`src/rtl/pkt_counter_bank_pkg.sv`:
```
// rtl/pkt_counter_bank_pkg.sv - shared state encoding and counter width for the counter bank
package pkt_counter_bank_pkg;

    // One-hot main FSM states, shared with the read-out mux and the main FSM
    localparam logic [3:0] ST_RESET  = 4'b0001;
    localparam logic [3:0] ST_INIT   = 4'b0010;
    localparam logic [3:0] ST_IDLE   = 4'b0100;
    localparam logic [3:0] ST_ACTIVE = 4'b1000;

    localparam int CNT_WIDTH = 8;

endpackage

```
`src/rtl/sat_inc_counter.sv`:
```
// rtl/sat_inc_counter.sv - saturating counter with a multi-bit increment and a sticky saturation flag
module sat_inc_counter #(
    parameter int WIDTH = 8,
    parameter int INCW  = 1
) (
    input  logic             clk,
    input  logic             reset,
    input  logic             clr,
    input  logic             en,
    input  logic [INCW-1:0]  inc,
    output logic [WIDTH-1:0] q,
    output logic             sat
);

    localparam int SW = WIDTH + INCW;
    localparam logic [SW-1:0] MAX = {{INCW{1'b0}}, {WIDTH{1'b1}}};

    // Widened so the true sum is visible before clamping
    logic [SW-1:0] sum;

    assign sum = {{INCW{1'b0}}, q} + {{WIDTH{1'b0}}, inc};

    always_ff @(posedge clk) begin
        if (reset || clr) begin
            q   <= '0;
            sat <= 1'b0;
        end else if (en) begin
            if (sum > MAX) begin
                q   <= '1;
                sat <= 1'b1;
            end else begin
                q   <= sum[WIDTH-1:0];
            end
        end
    end

endmodule

```
`src/rtl/pkt_counter_bank.sv`:
```
// rtl/pkt_counter_bank.sv - per-lane and total FIFO pop counters gated by the main FSM state
module pkt_counter_bank
    import pkt_counter_bank_pkg::*;
#(
    parameter int WIDTH = CNT_WIDTH,
    parameter int LANES = 4
) (
    input  logic             clk,
    input  logic             reset,
    input  logic [3:0]       state,
    input  logic [LANES-1:0] pop,
    output logic [WIDTH-1:0] cnt0,
    output logic [WIDTH-1:0] cnt1,
    output logic [WIDTH-1:0] cnt2,
    output logic [WIDTH-1:0] cnt3,
    output logic [WIDTH-1:0] cnt4,
    output logic [LANES:0]   sat
);

    logic             clr;
    logic             en;
    logic [2:0]       pc;
    logic [WIDTH-1:0] lane_q [LANES];

    // Illegal encodings match neither compare, so everything holds
    assign clr = (state == ST_RESET);
    assign en  = (state == ST_ACTIVE);

    always_comb begin
        pc = '0;
        for (int i = 0; i < LANES; i++) begin
            pc = pc + {2'b00, pop[i]};
        end
    end

    for (genvar i = 0; i < LANES; i++) begin : g_lane
        sat_inc_counter #(
            .WIDTH (WIDTH),
            .INCW  (1)
        ) u_lane (
            .clk   (clk),
            .reset (reset),
            .clr   (clr),
            .en    (en),
            .inc   (pop[i]),
            .q     (lane_q[i]),
            .sat   (sat[i])
        );
    end

    sat_inc_counter #(
        .WIDTH (WIDTH),
        .INCW  (3)
    ) u_total (
        .clk   (clk),
        .reset (reset),
        .clr   (clr),
        .en    (en),
        .inc   (pc),
        .q     (cnt4),
        .sat   (sat[LANES])
    );

    assign cnt0 = lane_q[0];
    assign cnt1 = lane_q[1];
    assign cnt2 = lane_q[2];
    assign cnt3 = lane_q[3];

endmodule

```
`config.mk`:
```
export PLATFORM = sky130hd
export DESIGN_NAME = pkt_counter_bank
export DESIGN_NICKNAME = d
export VERILOG_FILES = /design/src/rtl/pkt_counter_bank_pkg.sv /design/src/rtl/sat_inc_counter.sv /design/src/rtl/pkt_counter_bank.sv
export SDC_FILE = /design/constraint.sdc
export NUM_CORES = 1
export LEC_CHECK = 0
export CAP_MARGIN = 20
export CORE_UTILIZATION = 51
export CTS_CLUSTER_SIZE = 24
export DETAILED_ROUTE_END_ITERATION = 10
export PLACE_DENSITY = 0.94
export SLEW_MARGIN = 10
export SYNTH_ARGS = -nofsm -noshare
export SYNTH_HDL_FRONTEND = slang
export SYNTH_SLANG_ARGS = --single-unit
```
`constraint.sdc`:
```
create_clock -name clk -period 6.3 [get_ports clk]
set_clock_uncertainty 0.15 [all_clocks]
set_input_delay 1.26 -clock clk [delete_from_list [all_inputs] [get_ports clk]]
set_output_delay 1.26 -clock clk [all_outputs]
set_load 0.03 [all_outputs]
```
==> results.md, run 1 <==
- Cts hold-fix bufs: 0
- Final hold viol count: 0
- Yosys cell types: 41
- Design area: 2830 µm²
- DR WL/cell: 14.2 µm
- Top FF cell, synth: dfxtp_1
- Total of warnings raised by yosys: 0
- Pins Over Slew Limit: 0
- Hold Crit Class: flip-flop to flip-flop
- Layout cells sized above 1: 6.80%
- Non-filler cells, final: 344
- H-Tree Depth: 2
- Syn Area/Cell: 9.02 µm²
- GPL Wtd Cong: 0.821
- Crit-path most repeated cell: fa_1
- Chip width: 68.1 µm
- Synth Register Bits: 45
- Resized Gates After CTS: 0
- Starting Density: 54.5%
- GRT Overall Usage: 22.9%
- Unrepaired setup endpoints after global routing: false
- Port bufs: 54
- Register area share after synthesis: 40.4%
- Critical Path Start Type: input pin
- I/O Pins: 55
- Critical path capture point type: flip-flop
- Core Region: 4090 µm²
- Peak ir drop on the vdd network: 0.000116 V
- # DRC: 0
- Final nets: 315
- Status: finished, final reports clean
- Placed wire-length estimate: 3370 µm
- Crit Path Category: input pin to flip-flop
- Setup TNS: 0 ns
- Reg clk slew, reported paths: 0.08 ns
- Die H: 68.1 µm
- Leakage power total: 0.972 nW
- Cell depth of the worst flop-to-flop path: 7
- Cell type with the highest aggregate area in the netlist: dfxtp_1
- Hold slack: 0.304 ns
- 1st-pass router iterations: 4
- Syn_nets: 269
- Global-route wire length before repair: 8000 µm
- Number of cells on the critical path: 9
- Antenna Cells: 0
- Delay-heaviest family, CP: adder cells
- Post-Syn Area: 2230 µm²
- Period utilization: 58.3%
- Largest net degree at the start of global routing: 46
- Post-route ant nets: 0
- Root Driver: clkbuf_8
- Die area: 4630 µm²
- # fillers: 325
- Slowest CP cell: fa_1
- Initial antenna violation count: 0
- WP data required: 6.37 ns
- Yosys top cell area share: 40.4%
- Worst Path Max Fanout: 6
- Vias/cell: 5.79
- CTS sink count: 45
- Fmax: 0.272 GHz
- CTS Buffer Depth: 2
- Number of cell rows: 23
- Post-synth EDFFs: 0
- Top cells by area, synth: dfxtp_1 (40%), nand2_1 (5.9%), a21oi_1 (5.6%)
- Worst-margin pin slew: 0.862 ns
- Placed instance count: 336
- Worst stage delay on the critical path: 0.58 ns
- Minimum clock period: 3.68 ns
- Arrival @ worst endpoint: 3.74 ns
- DRT Wirelength: 4880 µm
- Async SR Flop Fraction: 0%
- Max-cap violations: 0
- FF-to-FF setup slack: 4.23 ns
- Layout area overhead: 27.0%
- CTS tree: done
- Via count: 1,991
- Buf+Inv Stages, Crit Path: 3
- Setup violators final: 0
- Iter 0 DRT Violations: 153
- Clk_lat worst skew: 0.30 ns
- Power density cells: 173 nW/µm²
- Post-CTS Setup Bufs: 0
- Placed Instance Area: 2750 µm²
- Gr ovfl total: 0
- Synth Instances: 247
- Clock buffer count from CTS: 5
- Hold depth: 2
- Worst rel slew slack: 42.6%
- Design Power: 489 µW
- Crit-path cells: clkdlybuf4s50_1 -> fa_1 -> inv_1 -> fa_1 -> inv_1 -> fa_1 -> and3_1 -> nand3_1 -> a21oi_1
- Vias in the first global route: 1,750
[layer usage]
layer | wire length, µm | share of wire, % | global-route usage, %
met1 | 2220 | 45 | 30.1
met4 | 63 | 1.3 | 9.11
met5 | 0 | 0 | 0
met3 | 274 | 5.6 | 4.67
met2 | 2320 | 48 | 36.5
[cells in the mapped netlist (2+ instances only)]
cell type and number:
nor2_2 2, nor4_4 2, ha_1 9, nor2b_1 2, mux2i_1 4, fa_1 3, a311oi_1 2, clkbuf_1 3
nand2_1 35, nand4_1 10, nor2_1 7, xor2_1 10, dfxtp_1 45, or2_2 3, or3_1 2, a21oi_1 25
nor3_2 2, a31oi_1 13, buf_4 5, buf_2 3, xnor2_1 3, nor3_1 8, and4_1 4, and3_1 3
o21ai_0 3, inv_1 10, a211oi_1 3, buf_1 4, nand3_1 7, a41oi_1 3, nand2b_1 2
[through the flow]
| stage | util (%) | setup slack (ns) |
|---|---|---|
| after global placement | 67.2 | 2.52 |
| after floorplan | - | 3.03 |
| after CTS | 69.2 | 2.63 |
| after global routing | 69.2 | 2.45 |
| after detailed placement | 67.2 | 2.31 |
| final | 69.2 | 2.62 |
[logic make-up after synthesis]
group,synth area share [%]
DFF,40.4
buffers and inverters,5.73
muxes,1.80
AOI/OAI and AO/OA,14.3
and+or+nand+nor,24.8
adders and majority gates,7.75
xor gates and xnor gates,5.11
[sequential cells by signal, summed over array words and instances, names as in the netlist]
register,count
u_total.sat,1
g_lane.u_lane.q,32
u_total.q,8
g_lane.u_lane.sat,4
[power breakdown]
group / switching [mW] / internal, mW
clock: 0.0920 / 0.0789
combinational: 0.0187 / 0.0133
sequential: 0.00102 / 0.285
total: 0.112 / 0.377
[cells in the final DEF (no fill, tap or decap), drive strengths merged, types with 3 or more instances in the layout]
cell type	count
nor4	3
and4	4
nand4	10
a21oi	26
ha	9
nor2	9
inv	10
a31oi	13
clkbuf	8
dfxtp	45
nor3	10
xnor2	3
o21ai	3
nand3	7
and3	3
a211oi	3
nand2	35
or2	3
fa	3
clkdlybuf4s50	54
a41oi	3
xor2	10
mux2i	4
[layout make-up]
type / instances / area (µm²) / share of cell area (%)
Sequential cell: 45 / 901 / 31.9
Clock buffer: 8 / 80.1 / 2.83
Multi-Input combinational cell: 176 / 1200 / 42.4
Inverter: 10 / 37.5 / 1.33
Tap cell: 50 / 62.6 / 2.21
Timing Repair Buffer: 55 / 548 / 19.4
[final timing paths]
check / from / end
max: pop[0] / u_total.sat
min reg2reg: g_lane[0].u_lane.sat / g_lane[0].u_lane.sat
max reg2reg: u_total.q[0] / u_total.sat
min: g_lane[0].u_lane.sat / g_lane[0].u_lane.sat
[worst min-delay path, delay by kind of cell (launching register included)]
kind / cells / cell delay (ns)
AO/OA/AOI/OAI: 1 / 0.05
buffers and inverters: 1 / 0.05
flip-flops: 1 / 0.31
Power figures use the tool's default switching activity.
==> run 2, diff against run 1 <==
--- a/config.mk
+++ b/config.mk
@@ -6,10 +6,10 @@
 export NUM_CORES = 1
 export LEC_CHECK = 0
 export CAP_MARGIN = 20
-export CORE_UTILIZATION = 51
+export CORE_UTILIZATION = 49
 export CTS_CLUSTER_SIZE = 24
 export DETAILED_ROUTE_END_ITERATION = 10
-export PLACE_DENSITY = 0.94
+export PLACE_DENSITY = 0.91
 export SLEW_MARGIN = 10
 export SYNTH_ARGS = -nofsm -noshare
 export SYNTH_HDL_FRONTEND = slang
==> constraint.sdc (replaced) <==
create_clock -name clk -period 3.9 [get_ports clk]
set_clock_uncertainty 0.15 [all_clocks]
set_input_delay 0.78 -clock clk [delete_from_list [all_inputs] [get_ports clk]]
set_output_delay 0.78 -clock clk [all_outputs]
set_load 0.03 [all_outputs]
==> results.md, run 2 (same netlist as run 1, synthesis figures left out) <==
- H-Tree Depth: 2 (unchanged)
- # fillers: 362 (+11%)
- Core Region: 4350 µm² (+6.6%)
- Worst-margin pin slew: 0.874 ns (+0.0128 ns)
- Worst Path Max Fanout: 6 (unchanged)
- Placed wire-length estimate: 3230 µm (-4.2%)
- Unrepaired setup endpoints after global routing: false
- Global-route wire length before repair: 8130 µm (+1.6%)
- CTS sink count: 45 (unchanged)
- Cts hold-fix bufs: 0 (unchanged)
- Leakage power total: 0.977 nW (+0.50%)
- Non-filler cells, final: 345 (+0.29%)
- Delay-heaviest family, CP: adder cells
- Initial antenna violation count: 0 (unchanged)
- Worst Slack Setup Final: 0.824 ns (-1.80 ns)
- Power density cells: 282 nW/µm² (+63%)
- # DRC: 0 (unchanged)
- CTS tree: done
- GPL Wtd Cong: 0.760 (-7.4%)
- Placed Instance Area: 2750 µm² (about the same)
- Starting Density: 51.1% (-3.4 points)
- Layout area overhead: 27.4%
- Most flops, register: g_lane.u_lane.q
- Place WS: 0.510 ns (-1.80 ns)
- Clk_lat worst skew: 0.30 ns (about the same)
- CTS Buffer Depth: 2 (unchanged)
- Vias/cell: 5.67 (-2.0%)
- Die area: 4820 µm² (+4.0%)
- WP data required: 3.97 ns (-2.40 ns)
- Buf+Inv Stages, Crit Path: 3 (unchanged)
- Chip width: 69.4 µm (+2.0%)
- Biggest regs: g_lane.u_lane.q x32, u_total.q x8, g_lane.u_lane.sat x4
- Arrival @ worst endpoint: 3.15 ns (-0.59 ns)
- Root Driver: clkbuf_8
- Number of cell rows: 24 (+4.3%)
- Minimum clock period: 3.08 ns
- Resized Gates After CTS: 0 (unchanged)
- Iter 0 DRT Violations: 126 (-18%)
- Final nets: 315 (unchanged)
- DR WL/cell: 13.7 µm (-3.1%)
- Critical path capture point type: flip-flop
- Commonest non-fill, non-tap cell in the layout: clkdlybuf4s50_1
- Worst rel slew slack: 41.7% (-0.85 points)
- Post-CTS Setup Bufs: 0 (unchanged)
- Setup violators final: 0 (unchanged)
- Clock buffer count from CTS: 5 (unchanged)
- Peak ir drop on the vdd network: 0.000161 V (+39%)
- 1st-pass router iterations: 4 (unchanged)
- Pins Over Slew Limit: 0 (unchanged)
- Hold Crit Class: flip-flop to flip-flop
- Slowest CP cell: fa_1
- I/O Pins: 55 (unchanged)
- Reg clk slew, reported paths: 0.08 ns (about the same)
- Commonest non-fill, non-tap cells in the layout: clkdlybuf4s50_1 (54), dfxtp_1 (45), nand2_1 (35)
- Post-route ant nets: 0 (unchanged)
- Max-cap violations: 0 (unchanged)
- Status: finished, final reports clean
- Crit-path most repeated cell: fa_1
- Gr ovfl total: 0 (unchanged)
- Die H: 69.4 µm (+2.0%)
- Crit-path cells: clkdlybuf4s50_1 -> fa_1 -> inv_1 -> fa_1 -> inv_1 -> fa_1 -> and3_1 -> nand3_1 -> a21oi_1
- Setup TNS: 0 ns (unchanged)
- Fmax: 0.325 GHz
- Critical Path Start Type: input pin
- Port bufs: 54 (unchanged)
- Via count: 1,956 (-1.8%)
- GRT Overall Usage: 20.8% (-2.1 points)
- Post-layout util: 65.1% (-4.1 points)
- Antenna Cells: 0 (unchanged)
- Largest net degree at the start of global routing: 46 (unchanged)
- Design area: 2840 µm² (+0.31%)
- Vias in the first global route: 1,761 (+0.63%)
- Period utilization: 78.9%
- Number of flip-flops in the largest register: 32 (unchanged)
- Worst stage delay on the critical path: 0.55 ns (-0.03 ns)
- Final hold viol count: 0 (unchanged)
- Placed instance count: 338 (+0.60%)
- DRT Wirelength: 4740 µm (-2.8%)
- Layout cells sized above 1: 7.17% (+0.36 points)
- Crit Path Category: input pin to flip-flop
## run 2: changes by cell type in the layout (fill, tap and decap cells not counted)
cell / previous run / this run
clkbuf_1: 3 / 1
clkbuf_8: 5 / 6
## run 2: path summary, 6_finish.rpt
| check | slack (ns) | endpoint | from | cells after the start |
|---|---|---|---|---|
| setup / recovery | 0.82 | u_total.sat | pop[0] | 9 |
| hold / removal | 0.30 | g_lane[0].u_lane.sat | g_lane[0].u_lane.sat | 2 |
| setup reg to reg | 1.87 | u_total.sat | u_total.q[0] | 7 |
| hold reg to reg | 0.30 | g_lane[0].u_lane.sat | g_lane[0].u_lane.sat | 2 |
## run 2: layer usage
layer  track usage [%]  wire length [µm]
met1              29.8              2290
met2              31.1              2130
met3              5.23               260
met4              5.67                51
met5                 0                 0
## run 2: area by class of cell
| class | count | area [µm²] | area share (%) |
|---|---|---|---|
| flip-flops and latches | 45 | 901 | 31.8 |
| clock buffers | 7 | 86.3 | 3.04 |
| repair buffers | 55 | 548 | 19.3 |
| multi-input cells | 176 | 1200 | 42.3 |
| inverters | 10 | 37.5 | 1.32 |
| well taps | 52 | 65.1 | 2.29 |
## run 2: metrics by stage
stage / hold slack, ns / total power [mW]
after floorplan: 0.276 / 0.503
after global placement: 0.288 / 0.522
after detailed placement: 0.288 / 0.523
after CTS: 0.300 / 0.808
after global routing: 0.336 / 0.833
final: 0.299 / 0.800
## run 2: power by group
group	internal [mW]	switching (mW)	total, mW
registers	0.461	0.00169	0.462
logic	0.0209	0.0290	0.0499
clock network	0.141	0.147	0.288
total	0.622	0.178	0.800
## run 2: worst min-delay path, cell delays in order (launching register included)
cell and delay [ns]:
dfxtp_1 0.32, inv_1 0.05, a21oi_1 0.05
==> run 3, diff against run 2 <==
==> constraint.sdc (replaced) <==
create_clock -name clk -period 2.9 [get_ports clk]
set_clock_uncertainty 0.15 [all_clocks]
set_input_delay 0.58 -clock clk [delete_from_list [all_inputs] [get_ports clk]]
set_output_delay 0.58 -clock clk [all_outputs]
set_load 0.03 [all_outputs]
==> results.md, run 3 (same netlist as run 1, synthesis figures left out) <==
- Biggest regs: g_lane.u_lane.q x32, u_total.q x8, g_lane.u_lane.sat x4
- Minimum clock period: 2.78 ns
- CTS tree: done
- Most flops, register: g_lane.u_lane.q
- Final nets: 325 (+3.2%)
- Placed Instance Area: 2840 µm² (+3.2%)
- Max-cap violations: 0 (unchanged)
- Worst-margin pin slew: 0.455 ns (-0.419 ns)
- Number of flip-flops in the largest register: 32 (unchanged)
- DR WL/cell: 14.2 µm (+3.4%)
- Layout area overhead: 31.2%
- Arrival @ worst endpoint: 2.85 ns (-0.30 ns)
- Fmax: 0.359 GHz
- Critical path capture point type: flip-flop
- Vias in the first global route: 1,838 (+4.4%)
- Critical Path Start Type: input pin
- Clk_lat worst skew: 0.30 ns (about the same)
- Placed wire-length estimate: 3650 µm (+13%)
- GPL Wtd Cong: 0.785 (+3.3%)
- Unrepaired setup endpoints after global routing: false
- Antenna Cells: 0 (unchanged)
- Commonest non-fill, non-tap cells in the layout: clkdlybuf4s50_1 (54), dfxtp_1 (45), nand2_1 (35)
- Power density cells: 363 nW/µm² (+29%)
- Peak ir drop on the vdd network: 0.000188 V (+17%)
- Final hold viol count: 0 (unchanged)
- Design area: 2920 µm² (+3.0%)
- Gr ovfl total: 0 (unchanged)
- Reg clk slew, reported paths: 0.08 ns (about the same)
- Root Driver: clkbuf_8
- WP data required: 2.97 ns (-1.00 ns)
- CTS Buffer Depth: 2 (unchanged)
- Core Region: 4350 µm² (unchanged)
- Clock buffer count from CTS: 5 (unchanged)
- Leakage power total: 1.02 nW (+4.8%)
- Crit Path Category: input pin to flip-flop
- Commonest non-fill, non-tap cell in the layout: clkdlybuf4s50_1
- Setup violators final: 0 (unchanged)
- Post-route ant nets: 0 (unchanged)
- I/O Pins: 55 (unchanged)
- Post-CTS Setup Bufs: 0 (unchanged)
- CTS sink count: 45 (unchanged)
- Number of cell rows: 24 (unchanged)
- Pins Over Slew Limit: 0 (unchanged)
- Initial antenna violation count: 0 (unchanged)
- Worst Path Max Fanout: 5 (-1)
- Vias/cell: 5.73 (+1.1%)
- Starting Density: 51.1% (unchanged)
- 1st-pass router iterations: 4 (unchanged)
- Hold Crit Class: flip-flop to flip-flop
- DRT Wirelength: 5030 µm (+6.1%)
- Via count: 2,029 (+3.7%)
- Largest net degree at the start of global routing: 28 (-39%)
- Design Power: 1.06 mW (+32%)
- H-Tree Depth: 2 (unchanged)
- Worst rel slew slack: 69.5% (+28 points)
- Setup TNS: 0 ns (unchanged)
- Chip width: 69.4 µm (unchanged)
- Period utilization: 95.9%
- Status: finished, final reports clean
- Global-route wire length before repair: 8360 µm (+2.8%)
- # DRC: 0 (unchanged)
- Layout cells sized above 1: 10.9% (+3.8 points)
- Iter 0 DRT Violations: 142 (+13%)
- Die area: 4820 µm² (unchanged)
- Die H: 69.4 µm (unchanged)
- Port bufs: 54 (unchanged)
- GRT Overall Usage: 21.4% (+0.61 points)
run 3: changes by cell type in the layout (fill, tap and decap cells not counted), sizes merged:
| cell | delta |
|---|---|
| clkbuf | -2 |
| buf | +10 |
| clkinv | +1 |
run 3: final timing paths:
| check | startpoint | end | slack (ns) | cells past startpoint |
|---|---|---|---|---|
| setup / recovery | pop[0] | u_total.q[6] | 0.12 | 9 |
| hold / removal | g_lane[0].u_lane.sat | g_lane[0].u_lane.sat | 0.30 | 2 |
| setup reg to reg | u_total.q[0] | u_total.q[6] | 0.95 | 7 |
| hold reg to reg | g_lane[0].u_lane.sat | g_lane[0].u_lane.sat | 0.30 | 2 |
run 3: through the flow:
stage	std cells	util, %	hold WS, ns	worst slack (ns)
after detailed placement	348	65.2	0.291	-0.233
after global placement	348	65.2	0.287	-0.132
after floorplan	247	-	0.276	0.311
final	354	67.1	0.300	0.118
after global routing	354	67.1	0.319	0.0230
after CTS	354	66.9	0.302	0.0739
run 3: per-layer routing:
| layer | part of all wire [%] | vias to the layer above | track usage [%] |
|---|---|---|---|
| met3 | 6.0 | 9 | 4.07 |
| met5 | 0 | - | 0 |
| li1 | - | 997 | - |
| met1 | 46 | 948 | 29.1 |
| met2 | 46 | 75 | 32.7 |
| met4 | 1.9 | 0 | 10.2 |
run 3: final cells by class:
class | count | area [µm²]
Clock buffer | 5 | 68.8
Clock inverter | 1 | 5.00
Fill cell | 351 | 1430
Inverter | 10 | 37.5
Multi-Input combinational cell | 176 | 1210
Sequential cell | 45 | 901
Tap cell | 52 | 65.1
Timing Repair Buffer | 65 | 636
run 3: power by group:
part | leakage, nW | switching (mW) | internal, mW
Clock | 0.0399 | 0.198 | 0.159
Combinational | 0.621 | 0.0434 | 0.0376
Sequential | 0.362 | 0.00228 | 0.619
Total | 1.02 | 0.244 | 0.816
run 3: critical path, cell delays in order:
cell             delay, ns
clkdlybuf4s50_1       0.45
fa_1                  0.54
inv_1                 0.05
fa_1                  0.37
inv_1                 0.08
fa_1                  0.19
and3_4                0.22
a41oi_1               0.14
a211oi_1              0.23
run 3: what timing repair did:
action                                  4_1_cts  5_1_grt
hold buffers                                  0        0
endpoints found under the setup margin        0        6
gates resized for setup                       0        3
